--- config.mk ---
export PLATFORM = sky130hd
export DESIGN_NAME = csa_mult_seq
export DESIGN_NICKNAME = d
export VERILOG_FILES = /design/src/rtl/csa_mult_seq_pkg.sv /design/src/rtl/csa_mult_seq_row.sv /design/src/rtl/csa_mult_seq.sv
export SDC_FILE = /design/constraint.sdc
export NUM_CORES = 1
export LEC_CHECK = 0
export ABC_CLOCK_PERIOD_IN_PS = 1950
export BUFFER_PORTS_ARGS = -buffer_cell sky130_fd_sc_hd__buf_2
export CAP_MARGIN = 10
export CORE_MARGIN = 10
export CORE_UTILIZATION = 30
export CTS_CLUSTER_SIZE = 40
export DETAILED_ROUTE_END_ITERATION = 12
export PLACE_DENSITY = 0.51
export SETUP_SLACK_MARGIN = 0.15
export SLEW_MARGIN = 20
export SYNTH_ARGS = -nofsm -noshare
export SYNTH_HDL_FRONTEND = slang
export SYNTH_SLANG_ARGS = --single-unit
--- constraint.sdc ---
create_clock -name clk -period 1.95 [get_ports clk]
set_clock_uncertainty 0.2 [all_clocks]
set_input_delay 0.195 -clock clk [delete_from_list [all_inputs] [get_ports clk]]
set_output_delay 0.195 -clock clk [all_outputs]
set_load 0.005 [all_outputs]
--- src/rtl/csa_mult_seq_pkg.sv ---
// Shared types and helpers for the sequential carry-save multiplier front end.
// Holds the FSM state encoding and the iteration-counter width rule.
package csa_mult_pkg;

  typedef enum logic [1:0] {
    IDLE = 2'd0,
    RUN  = 2'd1,
    DONE = 2'd2
  } csa_state_t;

  // Counter must index N iterations (0 .. N-1); never narrower than one bit.
  function automatic int cnt_width(input int n);
    return (n <= 2) ? 1 : $clog2(n);
  endfunction

endpackage

--- src/rtl/csa_mult_seq_row.sv ---
// Combinational 3:2 compressor row: per-bit full adders reduce x+y+z to s+c.
// The carry vector is returned unshifted; the caller applies the weight shift.
module csa_fa (
  input  logic x,
  input  logic y,
  input  logic z,
  output logic s,
  output logic c
);
  assign s = x ^ y ^ z;
  assign c = (x & y) | (x & z) | (y & z);
endmodule

module csa_row #(
  parameter int W = 32
) (
  input  logic [W-1:0] x,
  input  logic [W-1:0] y,
  input  logic [W-1:0] z,
  output logic [W-1:0] s,
  output logic [W-1:0] c
);
  for (genvar i = 0; i < W; i++) begin : g_bit
    csa_fa u_fa (
      .x(x[i]),
      .y(y[i]),
      .z(z[i]),
      .s(s[i]),
      .c(c[i])
    );
  end
endmodule

--- src/rtl/csa_mult_seq.sv ---
// Sequential radix-2 carry-save multiplier: one partial product per cycle,
// emitting a redundant sum/carry row pair for a downstream 2N-bit adder.
module csa_mult_seq
  import csa_mult_pkg::*;
#(
  parameter int N = 16
) (
  input  logic           clk,
  input  logic           rst_n,
  input  logic           in_valid,
  output logic           in_ready,
  input  logic [N-1:0]   a,
  input  logic [N-1:0]   b,
  output logic           out_valid,
  input  logic           out_ready,
  output logic [2*N-1:0] sum_row,
  output logic [2*N-1:0] carry_row,
  output logic           busy
);

  localparam int W  = 2 * N;
  localparam int CW = cnt_width(N);
  localparam logic [CW-1:0] LAST = CW'(N - 1);

  csa_state_t      state;
  logic [W-1:0]    a_reg;
  logic [N-1:0]    b_reg;
  logic [W-1:0]    s_reg;
  logic [W-1:0]    c_reg;
  logic [CW-1:0]   cnt;
  logic [W-1:0]    pp;
  logic [W-1:0]    row_s;
  logic [W-1:0]    row_c;

  assign pp = b_reg[0] ? a_reg : '0;

  csa_row #(.W(W)) u_row (
    .x(s_reg),
    .y(c_reg),
    .z(pp),
    .s(row_s),
    .c(row_c)
  );

  // Handshake flags decode the state register only, never an input.
  assign in_ready  = (state == IDLE);
  assign busy      = (state == RUN) || (state == DONE);
  assign sum_row   = s_reg;
  assign carry_row = c_reg;

  // NOTE: every register here uses <= so all updates in a cycle see the
  // pre-edge values; with = the carry would be computed from the new sum.
  always_ff @(posedge clk or negedge rst_n) begin
    if (!rst_n) begin
      // NOTE: the datapath registers are reset too, because an aborted
      // operation must leave zero rows on the outputs, not stale data.
      state     <= IDLE;
      a_reg     <= '0;
      b_reg     <= '0;
      s_reg     <= '0;
      c_reg     <= '0;
      cnt       <= '0;
      out_valid <= 1'b0;
    end else begin
      case (state)
        IDLE: begin
          if (in_valid) begin
            a_reg <= {{N{1'b0}}, a};
            b_reg <= b;
            s_reg <= '0;
            c_reg <= '0;
            cnt   <= '0;
            state <= RUN;
          end
        end
        RUN: begin
          // Carry moves up one weight; the bit leaving the top is always zero.
          s_reg <= row_s;
          c_reg <= {row_c[W-2:0], 1'b0};
          a_reg <= {a_reg[W-2:0], 1'b0};
          b_reg <= b_reg >> 1;
          cnt   <= cnt + CW'(1);
          if (cnt == LAST) begin
            state     <= DONE;
            out_valid <= 1'b1;
          end
        end
        DONE: begin
          if (out_ready) begin
            state     <= IDLE;
            out_valid <= 1'b0;
          end
        end
        default: begin
          state     <= IDLE;
          out_valid <= 1'b0;
        end
      endcase
    end
  end

endmodule
==> tab_implementation.tex <==
\begin{tabular}{lr}
\hline
Metric & Value \\
\hline
\multicolumn{2}{l}{\textbf{Outcome}} \\
Outcome & finished, final reports clean \\
\multicolumn{2}{l}{\textbf{Clock network}} \\
Clock tree root driver cell & sky130\_fd\_sc\_hd\_\_clkbuf\_16 \\
Clock transition at the registers of the reported paths & 0.06 ns \\
Clock latency on the worst-skew pair & 0.41 ns \\
H-tree depth & 4 \\
CTS tree & built \\
\# clock sinks & 118 \\
Max Root-Sink Buffers & 2 \\
Number of buffers created by CTS & 17 \\
\multicolumn{2}{l}{\textbf{Yosys}} \\
Syn Nets & 715 \\
Dominant cell type by area after synthesis & sky130\_fd\_sc\_hd\_\_dfrtp\_1 \\
Main flop type after synthesis & sky130\_fd\_sc\_hd\_\_dfrtp\_1 \\
Adder and majority gate portion of the synthesized area & 10.4\% \\
Synthesized area per cell & 9.89 sq um \\
Share of synthesized area spent on multiplexers & 0.629\% \\
Fraction of synthesis flops using an asynchronous set or reset pin & 100\% \\
Number of synthesis warnings & 0 \\
Post-synthesis sequential element count & 118 \\
Most numerous cell types in the synthesized netlist & 118 x sky130\_fd\_sc\_hd\_\_dfrtp\_1, 101 x sky130\_fd\_sc\_hd\_\_nand2\_1, 65 x sky130\_fd\_sc\_hd\_\_buf\_4 \\
Sequential share of the synthesized area & 46.4\% \\
Count of distinct cell types in the synthesized netlist & 32 \\
Main area contributors after synthesis & sky130\_fd\_sc\_hd\_\_dfrtp\_1 46\%, sky130\_fd\_sc\_hd\_\_fa\_1 9.4\%, sky130\_fd\_sc\_hd\_\_buf\_4 7.7\% \\
Netlist area before placement & 6370 sq um \\
Simple-gate portion of the synthesized area & 12.1\% \\
Dominant combinational cell family by area after synthesis & compound AO/OA/AOI/OAI gates \\
Share of the synthesized netlist area taken by xor and xnor gates & 0.275\% \\
Most instantiated library cell after synthesis & sky130\_fd\_sc\_hd\_\_dfrtp\_1 \\
Post-Syn Instances & 644 \\
Number of synthesized flops with an enable pin & 0 \\
Area fraction of the dominant cell type after synthesis & 46.4\% \\
Fraction of the mapped netlist area in compound gates & 15.4\% \\
\multicolumn{2}{l}{\textbf{Final layout}} \\
Non-filler instance count after layout & 1025 \\
Growth of design area from synthesis to finish & 30.3\% \\
Ant. Diodes & 0 \\
Number of nets in the layout & 809 \\
Register area & 2950 sq um \\
Fillers & 2072 \\
Area of the multi-input gates & 2610 sq um \\
Final design instance area without fill & 8300 sq um \\
Fraction of final layout cells with drive strength greater than 1 & 27.7\% \\
\multicolumn{2}{l}{\textbf{GRT}} \\
Overall routing resource usage & 12.5\% \\
Maximum number of pins on one net before global-route repair & 66 \\
Wire length of the first global-routing pass & 27800 um \\
Via count of the first global-routing pass & 4991 \\
Grt total ovfl & 0 \\
Initial antenna violation count & 0 \\
\multicolumn{2}{l}{\textbf{Critical path}} \\
Critical Setup Path Class & flip-flop to flip-flop \\
Number of cells on the worst reg-to-reg path & 8 \\
Worst Setup End Kind & flip-flop \\
Most frequent cell on the critical path & sky130\_fd\_sc\_hd\_\_buf\_12 \\
Slack of the worst reg-to-reg path & 0.06 ns \\
Worst r2r dst & cnt[2] \\
CP bufs+invs & 4 \\
Maximum single-stage delay on the critical path & 0.40 ns \\
Data arrival time at the worst-slack endpoint & 1.98 ns \\
Required time of the critical path & 2.04 ns \\
Critical path, cell by cell & buf\_4, ha\_4, buf\_12, mux2i\_4, buf\_12, buf\_8, o21ai\_2, a22o\_1 \\
CP max stage cell & sky130\_fd\_sc\_hd\_\_dfrtp\_1 \\
Source of the worst register-to-register timing path & state[0] \\
Cell depth of the worst setup path & 8 \\
Cell family contributing the most delay on the critical path & buffers and inverters \\
Crit path launch type & flip-flop \\
Highest net fanout along the worst path & 7 \\
\multicolumn{2}{l}{\textbf{STA}} \\
Max-slew violations & 0 \\
Unrepaired setup endpoints after global routing & yes \\
Share of the clock period used by the worst path after layout & 96.9\% \\
Final-layout setup total negative slack & 0 ns \\
Number of endpoints with negative hold slack in the final report & 0 \\
Max frequency & 529 MHz \\
Setup-failing EPs final & 0 \\
Post-route minimum period & 1.89 ns \\
\multicolumn{2}{l}{\textbf{Detailed routing}} \\
Detailed-route wire length per cell & 17.0 um \\
Total via count after detailed routing & 4693 \\
Total wire length after detailed routing & 17400 um \\
Antenna-violating nets left & 0 \\
Via density & 4.58 \\
Iteration-0 DRC count of the detailed router & 247 \\
Number of iterations in the first detailed-routing pass & 4 \\
DRC violations left & 0 \\
\multicolumn{2}{l}{\textbf{Run}} \\
Count of maximum capacitance violations & 0 \\
\multicolumn{2}{l}{\textbf{Placed design}} \\
Placer Congestion & 0.703 \\
Placed cell count & 935 \\
Cell area after placement & 6750 sq um \\
Detailed placement HPWL & 9900 um \\
IO Port Bufs & 101 \\
\multicolumn{2}{l}{\textbf{Floorplan}} \\
Core area & 21000 sq um \\
Standard-cell rows & 53 \\
Overall die width & 166 um \\
Num ports & 103 \\
Initial core utilization & 30.4\% \\
Die height & 166 um \\
Total Die Area & 27500 sq um \\
\multicolumn{2}{l}{\textbf{Pwr}} \\
Maximum vdd ir drop & 0.000678 V \\
Power density of the placed cells & 1420 nW/um\^{}2 \\
Total Power Consumption & 11.8 mW \\
Leakage power total & 3.59 nW \\
\multicolumn{2}{l}{\textbf{Worst hold path}} \\
Hold WC Path Type & primary input to async pin \\
\hline
\end{tabular}
[stage by stage]
step	hold slack (ns)	util (%)	setup slack (ns)
after global routing	0.0171	39.6	0.0290
after floorplan	-0.301	-	0.200
after detailed placement	-0.105	32.2	-0.260
after CTS	0.00104	38.2	0.110
final	0.00788	39.6	0.0607
after global placement	-0.102	32.2	-0.202
[cells by family (layout without fill, tap and decap cells)]
| kind of cell | count (synthesis) | after routing |
|---|---|---|
| XOR/XNOR | 2 | 2 |
| flip-flops | 118 | 118 |
| multiplexers | 4 | 4 |
| AO/OA/AOI/OAI | 148 | 148 |
| AND/OR/NAND/NOR | 168 | 171 |
| other | 1 | 1 |
| adder cells (fa/ha/maj) | 35 | 35 |
| buffers and inverters | 168 | 271 |
[area by class of cell]
type	instances	share of cell area [%]
well taps	275	4.15
inverters	64	2.94
flip-flops and latches	118	35.6
clock buffers	19	5.34
repair buffers	176	18.7
multi-input cells	361	31.4
clock inverters	12	1.87
[power breakdown]
part           switching (mW)  total (mW)  internal (mW)
logic                    2.55        5.09           2.54
registers               0.497        3.52           3.02
clock network            1.16        3.20           2.03
[how the worst max path moves through the flow]
| stage | startpoint | end | slack, ns |
|---|---|---|---|
| final | state[0] | cnt[2] | 0.06 |
| after global routing | state[1] | cnt[2] | 0.03 |
| after CTS | state[0] | a_reg[9] | 0.11 |
| after detailed placement | state[0] | b_reg[14] | -0.26 |
| after global placement | state[0] | a_reg[11] | -0.20 |
| after floorplan | state[0] | a_reg[10] | 0.20 |
[worst register-to-register path, stage by stage (launching register included)]
cell and delay, ns:
sky130_fd_sc_hd__dfrtp_1 0.40, sky130_fd_sc_hd__buf_4 0.15, sky130_fd_sc_hd__ha_4 0.17, sky130_fd_sc_hd__buf_12 0.13, sky130_fd_sc_hd__mux2i_4 0.20, sky130_fd_sc_hd__buf_12 0.17, sky130_fd_sc_hd__buf_8 0.13, sky130_fd_sc_hd__o21ai_2 0.05
sky130_fd_sc_hd__a22o_1 0.18
[placed cells by master (no fill, tap or decap), types with 3 or more instances in the layout]
master	count
sky130_fd_sc_hd__nand3_2	4
sky130_fd_sc_hd__clkbuf_16	20
sky130_fd_sc_hd__buf_16	4
sky130_fd_sc_hd__buf_6	7
sky130_fd_sc_hd__a221o_1	27
sky130_fd_sc_hd__buf_12	14
sky130_fd_sc_hd__ha_1	3
sky130_fd_sc_hd__dfrtp_1	118
sky130_fd_sc_hd__o21ai_0	16
sky130_fd_sc_hd__nand2_1	100
sky130_fd_sc_hd__inv_1	61
sky130_fd_sc_hd__buf_2	99
sky130_fd_sc_hd__bufinv_16	3
sky130_fd_sc_hd__clkinvlp_4	6
sky130_fd_sc_hd__nand3_1	25
sky130_fd_sc_hd__fa_1	30
sky130_fd_sc_hd__o21ai_2	3
sky130_fd_sc_hd__a22o_1	20
sky130_fd_sc_hd__nor2_4	4
sky130_fd_sc_hd__nand2b_1	28
sky130_fd_sc_hd__buf_4	21
sky130_fd_sc_hd__bufbuf_16	3
sky130_fd_sc_hd__dlygate4sd3_1	24
sky130_fd_sc_hd__mux2i_1	3
sky130_fd_sc_hd__o21ai_1	49
sky130_fd_sc_hd__a21oi_1	27
[timing repair]
item,4_1_cts,5_1_grt
hold endpoints to repair,141,0
gates resized for setup,21,31
cloned,8,3
setup endpoints to repair,116,118
buffers inserted,15,9
pin swaps,4,8
hold buffers,24,0
[per-layer routing]
| metal | part of all wire [%] | track usage, % | routed length [um] |
|---|---|---|---|
| met1 | 47 | 16.4 | 8160 |
| met4 | 1.1 | 3.54 | 189 |
| met5 | 0 | 0 | 0 |
| met3 | 5.1 | 3.90 | 898 |
| met2 | 47 | 19.5 | 8200 |
No activity file was read; power rests on OpenSTA's default activity.
